`config.mk`:
```
export PLATFORM = sky130hd
export DESIGN_NAME = jk_count_ctrl
export DESIGN_NICKNAME = d
export VERILOG_FILES = /design/src/rtl/jk_count_ctrl.sv
export SDC_FILE = /design/constraint.sdc
export NUM_CORES = 1
export LEC_CHECK = 0
export BUFFER_PORTS_ARGS = -buffer_cell sky130_fd_sc_hd__clkbuf_2
export CAP_MARGIN = 40
export CORE_AREA = 2 2 40 42
export CTS_CLUSTER_SIZE = 20
export DETAILED_ROUTE_END_ITERATION = 8
export DIE_AREA = 0 0 42 44
export PLACE_DENSITY_LB_ADDON = 0.05
export SYNTH_ARGS = -nofsm -noshare
export SYNTH_HDL_FRONTEND = slang
export SYNTH_SLANG_ARGS = --single-unit
```
`constraint.sdc`:
```
create_clock -name CLK -period 1.9 [get_ports CLK]
set_input_delay 0.38 -clock CLK [delete_from_list [all_inputs] [get_ports CLK]]
set_output_delay 0.38 -clock CLK [all_outputs]
set_load 0.005 [all_outputs]
```
`src/rtl/jk_count_ctrl.sv`:
```
// jk_count_ctrl: drives the J/K inputs of a WIDTH-bit bank of JK flip-flops
// so the bank behaves as a loadable up/down counter. The counter runs from
// a start value to its terminal count: all-ones when counting up, zero when
// counting down. The bank has no clear of its own, so after every reset an
// INIT cycle forces it to zero.
//
// Control handshake: START is a level sampled only in IDLE. It is neither
// queued nor acknowledged, so a START seen in INIT, LOAD or RUN is dropped.
// BUSY is high in LOAD and RUN. DONE is a one-cycle registered pulse that
// follows the RUN->IDLE transition taken on terminal count.
// STATE is a debug view of the FSM: 0=INIT, 1=IDLE, 2=LOAD, 3=RUN.
module jk_count_ctrl #(
    parameter int WIDTH = 4
) (
    input  logic             CLK,
    input  logic             CLEAR,
    input  logic             START,
    input  logic             UP,
    input  logic             ABORT,
    input  logic [WIDTH-1:0] D,
    input  logic [WIDTH-1:0] Q,
    output logic [WIDTH-1:0] J,
    output logic [WIDTH-1:0] K,
    output logic             BUSY,
    output logic             DONE,
    output logic [1:0]       STATE
);

    typedef enum logic [1:0] {
        S_INIT = 2'd0,
        S_IDLE = 2'd1,
        S_LOAD = 2'd2,
        S_RUN  = 2'd3
    } state_t;

    state_t           state_q, state_d;
    logic [WIDTH-1:0] load_q, load_d;
    logic             dir_q, dir_d;
    logic             done_q, done_d;

    logic [WIDTH-1:0] term;
    logic [WIDTH-1:0] toggle;

    // Terminal count follows the latched direction.
    assign term = dir_q ? {WIDTH{1'b1}} : {WIDTH{1'b0}};

    // Toggle enables for one up or down step. Bit i toggles when all lower
    // bits are 1 (up) or all lower bits are 0 (down); bit 0 always toggles.
    always_comb begin
        toggle    = '0;
        toggle[0] = 1'b1;
        for (int i = 1; i < WIDTH; i++) begin
            toggle[i] = toggle[i-1] & (dir_q ? Q[i-1] : ~Q[i-1]);
        end
    end

    // State and control registers; CLEAR abandons any run immediately.
    always_ff @(posedge CLK or negedge CLEAR) begin
        if (!CLEAR) begin
            state_q <= S_INIT;
            load_q  <= '0;
            dir_q   <= 1'b0;
            done_q  <= 1'b0;
        end else begin
            state_q <= state_d;
            load_q  <= load_d;
            dir_q   <= dir_d;
            done_q  <= done_d;
        end
    end

    // Next-state logic and J/K excitation. J=K=0 (bank holds) unless a state
    // explicitly excites the bank. ABORT takes priority over terminal count.
    always_comb begin
        state_d = state_q;
        load_d  = load_q;
        dir_d   = dir_q;
        done_d  = 1'b0;
        J       = '0;
        K       = '0;
        unique case (state_q)
            S_INIT: begin
                K       = {WIDTH{1'b1}};
                state_d = S_IDLE;
            end
            S_IDLE: begin
                if (START) begin
                    load_d  = D;
                    dir_d   = UP;
                    state_d = S_LOAD;
                end
            end
            S_LOAD: begin
                if (ABORT) begin
                    state_d = S_IDLE;
                end else begin
                    J       = load_q;
                    K       = ~load_q;
                    state_d = S_RUN;
                end
            end
            S_RUN: begin
                if (ABORT) begin
                    state_d = S_IDLE;
                end else if (Q == term) begin
                    done_d  = 1'b1;
                    state_d = S_IDLE;
                end else begin
                    J = toggle;
                    K = toggle;
                end
            end
            default: state_d = S_INIT;
        endcase
    end

    assign BUSY  = (state_q == S_LOAD) || (state_q == S_RUN);
    assign DONE  = done_q;
    assign STATE = state_q;

endmodule

```
==> impl_metrics.tcl, run 1 <==
set metrics [dict create \
    synth_nets 84 \
    grt_usage_pct 18.0 \
    yosys_warnings 0 \
    worstHoldStart "UP" \
    die_y_um 44 \
    vias 609 \
    async_flop_share_pct 100 \
    reg2reg_from "dir_q" \
    numCtsBuffers 3 \
    period_minus_slack_ns 2.02 \
    hold_viol 0 \
    clk_latency_ns 0.26 \
    synth-main-ff-cell "dfrtp_1" \
    grt_overflow 0 \
    r2r_setup_slack_ns 0.32 \
    cts_tree "yes" \
    path_max_fanout 4 \
    ant_nets 0 \
    syn_area_um2 611 \
    postCtsSetupRepairBufs 0 \
    ir_drop_v 0.000545 \
    nFillCells 139 \
    slew_viol_final 0 \
    die_x_um 42 \
    crit_type "flop to primary output" \
    antenna_found_initial 0 \
    place.gp.congestion 0.717 \
    hpwl_mm 1.11 \
    cap_violations 0 \
    whs_ns 0.351 \
    synth-seq-area-share_pct 32.8 \
    cts.path.max_buffers 2 \
    nets 121 \
    rows 14 \
    whs_endpoint "dir_q" \
    finalCritPeriodShare_pct 106 \
    r2r_cells 5 \
    finalPower_uw 1030 \
    clock_skew_ns 0.00600 \
    r2r_end "STATE[1]" \
    rsz0062_at_grt "true" \
    die_area_um2 1850 \
    cts_sinks 8 \
    htreeDepth 1 \
    numPortBuffers 24 \
    min_path_cells 2 \
    diodes 0 \
    relSlewSlack_pct 78.9 \
    start_kind "flop" \
    clkTransAtPathRegs_ns 0.06 \
    grt_pass1_vias 583 \
    start_util_pct 43.0 \
    synth-seq-cells 8 \
    arrival_ns 1.64 \
    yosys-top-cells-area "dfrtp_1 33%, mux2_2 9.2%, nand2_1 7.4%" \
    avgSynthCellArea_um2 8.98 \
    synth_commonest_cells "12 x nand2_1, 8 x dfrtp_1, 5 x mux2_2, 5 x nand2b_1, 5 x nor2_1" \
    totalWireLength_mm 1.44 \
    core_area_um2 1420 \
    end_kind "primary output" \
    synth.most_common_cell "nand2_1" \
    synthDistinctLibCells 27 \
    power_leakage_uw 0.000430 \
    yosysTopAreaCell "dfrtp_1" \
    finalSetupViolations 8 \
    fmax_ghz 0.495 \
    wl_per_cell_um 12.1 \
    grt_pass1_wl_mm 2.37 \
    p_per_area_nw_per_um2 1180 \
    drc_errors 0 \
    hold_path.class "input pin to flop" \
    tightest_slew_ns 0.315 \
    grt_max_degree 10 \
    drt_iter0_drc 12 \
    pre_cts_slack_ns -0.0324 \
    required_ns 1.52 \
    io_pins 25 \
    cts_root_buf "clkbuf_4" \
    drive_gt1_share_pct 51.5 \
    vias_per_cell 5.12 \
    status "complete, but fails checks" \
    synth_edf_count 0 \
    area_delta_synth_final_pct 42.4 \
    timing.final.ws_setup_ns -0.119 \
    syn_inst 68 \
    drt_first_pass_iters 2 \
    violations "negative setup slack" \
    netlist.area_leader.share_pct 32.8 \
]
[through the flow]
step / TNS, ns / cells / util (%) / cell area [um2]
finish: -0.689 / 119 / 61.3 / 870
global route: -1.32 / 119 / 61.3 / 870
CTS: -1.01 / 119 / 60.9 / 865
detailed placement: -0.121 / 115 / 57.1 / 811
global placement: -0.124 / 115 / 57.1 / 811
floorplan: 0 / 68 / - / 611
[worst max path at each step]
stage	start	end	slack, ns
detailed placement	Q[1]	K[0]	-0.03
floorplan	dir_q	K[1]	0.16
global route	dir_q	K[2]	-0.20
finish	dir_q	K[1]	-0.12
global placement	Q[1]	K[1]	-0.04
CTS	dir_q	K[2]	-0.15
[critical path, cell delays in order (launching register included)]
cell and delay [ns]:
dfrtp_1 0.40, or4_4 0.43, o22a_4 0.26, nand3_2 0.09
a31oi_1 0.08, clkbuf_2 0.13
[cell usage in the layout (no fill, tap or decap), drive strengths merged]
cell | Yosys | final
o21ai | 3 | 3
o211ai | 1 | 1
o22a | 1 | 1
mux2 | 5 | 5
a31oi | 4 | 4
o22ai | 1 | 1
nand2 | 12 | 12
or2 | 2 | 2
nor2b | 1 | 1
clkbuf | 1 | 26
or4 | 1 | 1
a21o | 1 | 1
o2111ai | 1 | 1
nand2b | 5 | 5
nand3 | 5 | 5
inv | 3 | 3
nor2 | 5 | 5
o31ai | 1 | 1
dlygate4sd3 | 0 | 1
dfrtp | 8 | 8
ha | 3 | 3
o2bb2ai | 1 | 1
and2b | 1 | 1
buf | 1 | 10
xor2 | 1 | 1
[layout make-up]
type                       count  area [um2]  share of cell area [%]
sequential                     8         200                    23.0
timing repair buffer          34         198                    22.7
multi-input combinational     55         418                    48.1
inverter                       3        11.3                    1.29
clock buffer                   3        22.5                    2.59
tap                           16        20.0                    2.30
[timing repair]
| action | in CTS | in global routing |
|---|---|---|
| setup endpoints to repair | 8 | 8 |
| gates resized for setup | 6 | 2 |
| endpoints found under the hold margin | 8 | 0 |
| pin swaps | 2 | 2 |
| hold buffers | 1 | 0 |
[per-layer routing]
| metal | global-route usage (%) | share of wire [%] | wire length (um) |
|---|---|---|---|
| met5 | 0 | 0 | 0 |
| met2 | 29.7 | 51 | 730 |
| met4 | 7.74 | 0 | 0 |
| met3 | 6.25 | 4.2 | 61 |
| met1 | 21.3 | 45 | 645 |
[sequential cells by signal, indices dropped and copies added, names as in the netlist]
signal / count
DONE: 1
STATE: 2
dir_q: 1
load_q: 4
[cell families after synthesis]
family          count (synthesis)  share of synthesized area (%)
simple gates                   32                           26.8
flops                           8                           32.8
fa+ha+maj                       3                           6.15
xor+xnor                        1                           1.43
compound gates                 14                           20.5
mux                             5                           9.22
buf+inv                         5                           3.07
[power by group]
group	switching [uW]	total (uW)	internal [uW]	leakage, uW
registers	49.3	293	244	0.0000966
clock network	67.2	140	72.9	0.0000138
logic	289	595	306	0.000320
total	405	1030	623	0.000430
(Power assumes the default switching activity.)
==> run 2, diff against run 1 <==
--- a/config.mk
+++ b/config.mk
@@ -7,10 +7,10 @@
 export LEC_CHECK = 0
 export BUFFER_PORTS_ARGS = -buffer_cell sky130_fd_sc_hd__clkbuf_2
 export CAP_MARGIN = 40
-export CORE_AREA = 2 2 40 42
+export CORE_AREA = 4 4 42 44
 export CTS_CLUSTER_SIZE = 20
 export DETAILED_ROUTE_END_ITERATION = 8
-export DIE_AREA = 0 0 42 44
+export DIE_AREA = 0 0 46 48
 export PLACE_DENSITY_LB_ADDON = 0.05
 export SYNTH_ARGS = -nofsm -noshare
 export SYNTH_HDL_FRONTEND = slang
==> impl_metrics.tcl, run 2 (same netlist as run 1, synthesis figures left out) <==
set metrics [dict create \
    cpPeakStageDelay_ns 0.50 \
    drc_errors 0 \
    grt_max_degree 10 \
    largest_register_ffs 4 \
    fmax_ghz 0.483 \
    numCtsBuffers 3 \
    cts_tree "yes" \
    die_x_um 46 \
    die_area_um2 2210 \
    nets 120 \
    crit_slowest_cell "or4_4" \
    arrival_ns 1.69 \
    power_leakage_uw 0.000429 \
    drt_first_pass_iters 4 \
    vias 610 \
    worst_path_dominant_cell_family "simple AND/OR/NAND/NOR gates" \
    cp_num_buf_inv 1 \
    r2r_setup_slack_ns 0.24 \
    vias_per_cell 5.17 \
    use_met1_pct 21.3 \
    end_kind "primary output" \
    p_seq_share_pct 29.3 \
    clkTransAtPathRegs_ns 0.05 \
    crit_path_cell_trace "or4_4 -> o22a_4 -> nand3_4 -> a31oi_1 -> clkbuf_2" \
    finalCritPeriodShare_pct 109 \
    clock_skew_ns 0.00549 \
    final_common_cell "clkbuf_2" \
    grt_usage_pct 15.1 \
    cts.path.max_buffers 2 \
    cts_sinks 8 \
    io_pins 25 \
    period_minus_slack_ns 2.07 \
    switchingPower_uw 410 \
    crit_type "flop to primary output" \
    cts_root_buf "clkbuf_4" \
    die_y_um 48 \
    core_area_um2 1440 \
    stdcell_count 118 \
    status "complete, but fails checks" \
    diodes 0 \
    p_per_area_nw_per_um2 1200 \
    power_frac_clock_pct 11.9 \
    ant_nets 0 \
    gr-usage-met2_pct 23.4 \
    rsz0062_at_grt "true" \
    numPortBuffers 24 \
    start_kind "flop" \
    swShare_pct 39.5 \
    dpl.cell_count 113 \
    grt_pass1_wl_mm 2.39 \
    timing.final.ws_setup_ns -0.172 \
    grt_overflow 0 \
    rows 14 \
    cap_violations 0 \
    start_util_pct 42.5 \
    combPwrFrac_pct 58.8 \
    drive_gt1_share_pct 52.0 \
    path_max_fanout 5 \
    ir_drop_v 0.000687 \
    gr-max-usage-layer "met2" \
    hold_path.class "input pin to flop" \
    cellInternalPower_uw 627 \
    htreeDepth 1 \
    wl_per_cell_um 12.7 \
    area_delta_synth_final_pct 41.4 \
    antenna_found_initial 0 \
    grt_pass1_vias 574 \
    violations "negative setup slack" \
    hpwl_mm 1.15 \
    place.gp.congestion 0.735 \
    clk_latency_ns 0.25 \
    drt_iter0_drc 6 \
    finalSetupViolations 8 \
    finalPower_uw 1040 \
    totalWireLength_mm 1.50 \
    utilization_pct 60.1 \
    relSlewSlack_pct 77.6 \
    final_cell_mix "23 x clkbuf_2, 11 x nand2_1, 8 x dfrtp_1, 8 x buf_4" \
    required_ns 1.52 \
    hold_viol 0 \
    setup_tns_ns -1.07 \
    slew_viol_final 0 \
    regMostFlops "load_q" \
    grt_use_met3_pct 1.13 \
    tightest_slew_ns 0.334 \
]
[run 2: changes by cell type in the layout (fill, tap and decap cells not counted)]
| cell | previous run | this run |
|---|---|---|
| buf_4 | 9 | 8 |
| nor2b_1 | 0 | 1 |
| nor2b_4 | 1 | 0 |
| o21ai_1 | 2 | 1 |
| o21ai_2 | 1 | 2 |
| o31ai_1 | 1 | 0 |
| o31ai_2 | 0 | 1 |
[run 2: cell type report]
type / count / area (um2)
Timing Repair Buffer: 33 / 190
Sequential cell: 8 / 200
Multi-Input combinational cell: 55 / 419
Inverter: 3 / 11.3
Fill cell: 138 / 573
Clock buffer: 3 / 22.5
Tap cell: 16 / 20.0
[run 2: worst paths after layout]
path	cells past startpoint	endpoint	start
max	5	K[2]	dir_q
min	2	load_q[1]	D[1]
max reg2reg	5	STATE[1]	dir_q
min reg2reg	1	load_q[2]	load_q[2]
max in group asynchronous	2	STATE[1]	CLEAR
min in group asynchronous	2	dir_q	CLEAR
[run 2: metal layers]
layer | vias up | share of wire (%)
met3 | 0 | 3.9
met2 | 13 | 51
met4 | 0 | 0
met1 | 283 | 45
met5 | - | 0
li1 | 314 | -
[run 2: metrics by stage]
stage                     hold slack (ns)  setup slack (ns)  instance area [um2]
final                               0.358            -0.172                  863
after global routing                0.363            -0.242                  863
after CTS                           0.349            -0.189                  847
after detailed placement            0.234           -0.0605                  796
after global placement              0.234           -0.0526                  796
after floorplan                    0.0844             0.158                  611
[run 2: power groups by stage]
stage,sequential (uW),combinational [uW],clock [uW]
2_1_floorplan,299,349,0
3_3_place_gp,305,560,0
3_5_place_dp,308,564,0
4_1_cts,307,583,132
5_1_grt,318,673,139
6_report,303,610,124
[run 2: repair_timing]
action	in CTS	in global routing
pin swaps	2	2
endpoints found under the setup margin	8	8
resized for setup	5	3
hold endpoints to repair	8	0
hold buffers	1	0
buffers inserted	0	1
==> run 3, diff against run 2 <==
--- a/config.mk
+++ b/config.mk
@@ -11,7 +11,7 @@
 export CTS_CLUSTER_SIZE = 20
 export DETAILED_ROUTE_END_ITERATION = 8
 export DIE_AREA = 0 0 46 48
-export PLACE_DENSITY_LB_ADDON = 0.05
+export PLACE_DENSITY = 0.73
 export SYNTH_ARGS = -nofsm -noshare
 export SYNTH_HDL_FRONTEND = slang
 export SYNTH_SLANG_ARGS = --single-unit
==> impl_metrics.tcl, run 3 (same netlist as run 1, synthesis figures left out) <==
set metrics [dict create \
    status "complete, but fails checks" \
    violations "negative setup slack" \
    crit_path_end "K[0]" \
    ant_nets 0 \
    vias 621 \
    grt_usage_pct 14.4 \
    cp_num_buf_inv 1 \
    clk_latency_ns 0.25 \
    antenna_found_initial 0 \
    drt_iter0_drc 7 \
    reg2reg_from "dir_q" \
    finalCritPeriodShare_pct 108 \
    final_common_cell "clkbuf_2" \
    cpPeakStageDelay_ns 0.50 \
    clkTransAtPathRegs_ns 0.05 \
    core_area_um2 1440 \
    regMostFlops "load_q" \
    r2r_end "STATE[0]" \
    htreeDepth 1 \
    start_kind "flop" \
    crit_type "flop to primary output" \
    crit_slowest_cell "or4_4" \
    tightest_slew_ns 0.328 \
    grt_max_degree 10 \
    hold_viol 0 \
    worst_path_dominant_cell_family "simple AND/OR/NAND/NOR gates" \
    area_delta_synth_final_pct 40.2 \
    timing.final.ws_setup_ns -0.160 \
    clock_skew_ns 0.00347 \
    io_pins 25 \
    arrival_ns 1.68 \
    slew_viol_final 0 \
    grt_pass1_vias 566 \
    diodes 0 \
    path_max_fanout 4 \
    relSlewSlack_pct 78.1 \
    drt_first_pass_iters 4 \
    drive_gt1_share_pct 52.0 \
    cp_num_cells 5 \
    nFillCells 128 \
    start_util_pct 42.5 \
    die_area_um2 2210 \
    pre_cts_slack_ns -0.0588 \
    stdcell_area_um2 856 \
    crit_path_cell_trace "or4_4 -> o22a_4 -> nand2_2 -> a31oi_1 -> clkbuf_2" \
    cts_root_buf "clkbuf_4" \
    totalWireLength_mm 1.41 \
    cts_tree "yes" \
    required_ns 1.52 \
    fmax_ghz 0.485 \
    r2r_setup_slack_ns 0.17 \
    die_x_um 46 \
    critPathLaunch "dir_q" \
    grt_overflow 0 \
    rsz0062_at_grt "true" \
    hold_path.class "input pin to flop" \
    largest_register_ffs 4 \
    p_per_area_nw_per_um2 1190 \
    stdcell_count 118 \
    r2r_cells 6 \
    place_area_um2 788 \
    nets 120 \
    grt_pass1_wl_mm 2.30 \
    final_cell_mix "23 x clkbuf_2, 11 x nand2_1, 8 x buf_4" \
    die_y_um 48 \
    wl_per_cell_um 11.9 \
    place.gp.congestion 0.825 \
    hpwl_mm 1.12 \
    cts.path.max_buffers 2 \
    finalSetupViolations 8 \
    vias_per_cell 5.26 \
    end_kind "primary output" \
    power_leakage_uw 0.000422 \
    drc_errors 0 \
    numPortBuffers 24 \
    cts_sinks 8 \
    dpl.cell_count 112 \
    cap_violations 0 \
    period_minus_slack_ns 2.06 \
    rows 14 \
    ir_drop_v 0.000613 \
    numCtsBuffers 3 \
]
[run 3: final cells by class]
class	count	area [um2]	share of cell area (%)
Sequential cell	8	201	23.5
Inverter	3	11.3	1.32
Multi-Input combinational cell	55	410	48.0
Tap cell	16	20.0	2.34
Timing Repair Buffer	33	190	22.2
Clock buffer	3	22.5	2.63
[run 3: worst min-delay path by stage]
| stage | startpoint | end | cells after the start |
|---|---|---|---|
| after floorplan | CLEAR | DONE | 0 |
| after global placement | CLEAR | load_q[3] | 1 |
| after detailed placement | CLEAR | load_q[1] | 1 |
| after CTS | D[1] | load_q[1] | 2 |
| after global routing | D[2] | load_q[2] | 2 |
| final | D[1] | load_q[1] | 2 |
[run 3: what timing repair did]
item | in CTS | in global routing
resized for setup | 5 | 3
hold endpoints to repair | 8 | 0
hold buffers | 1 | 0
setup endpoints to repair | 8 | 8
pin swaps | 4 | 0
buffers inserted | 2 | 0
[run 3: routing by layer]
| metal | vias up | share of wire, % | track usage [%] |
|---|---|---|---|
| li1 | 310 | - | - |
| met1 | 295 | 40 | 16.4 |
| met2 | 14 | 54 | 25.8 |
| met3 | 2 | 4.3 | 1.50 |
| met4 | 0 | 1.1 | 8.52 |
| met5 | - | 0 | 0 |
[run 3: power breakdown]
group          leakage (uW)  switching (uW)  total [uW]  internal, uW
sequential        0.0000958            70.2         317           247
clock             0.0000138            49.9         122          71.7
combinational      0.000312             277         580           303
[run 3: stage by stage]
stage | TNS [ns] | power, uW | util, % | hold slack, ns
after global routing | -1.52 | 1120 | 59.6 | 0.365
final | -1.09 | 1020 | 59.6 | 0.362
after global placement | -0.103 | 851 | 54.9 | 0.228
after detailed placement | -0.238 | 862 | 54.9 | 0.227
after CTS | -1.05 | 1020 | 59.5 | 0.354
after floorplan | 0 | 648 | - | 0.0844
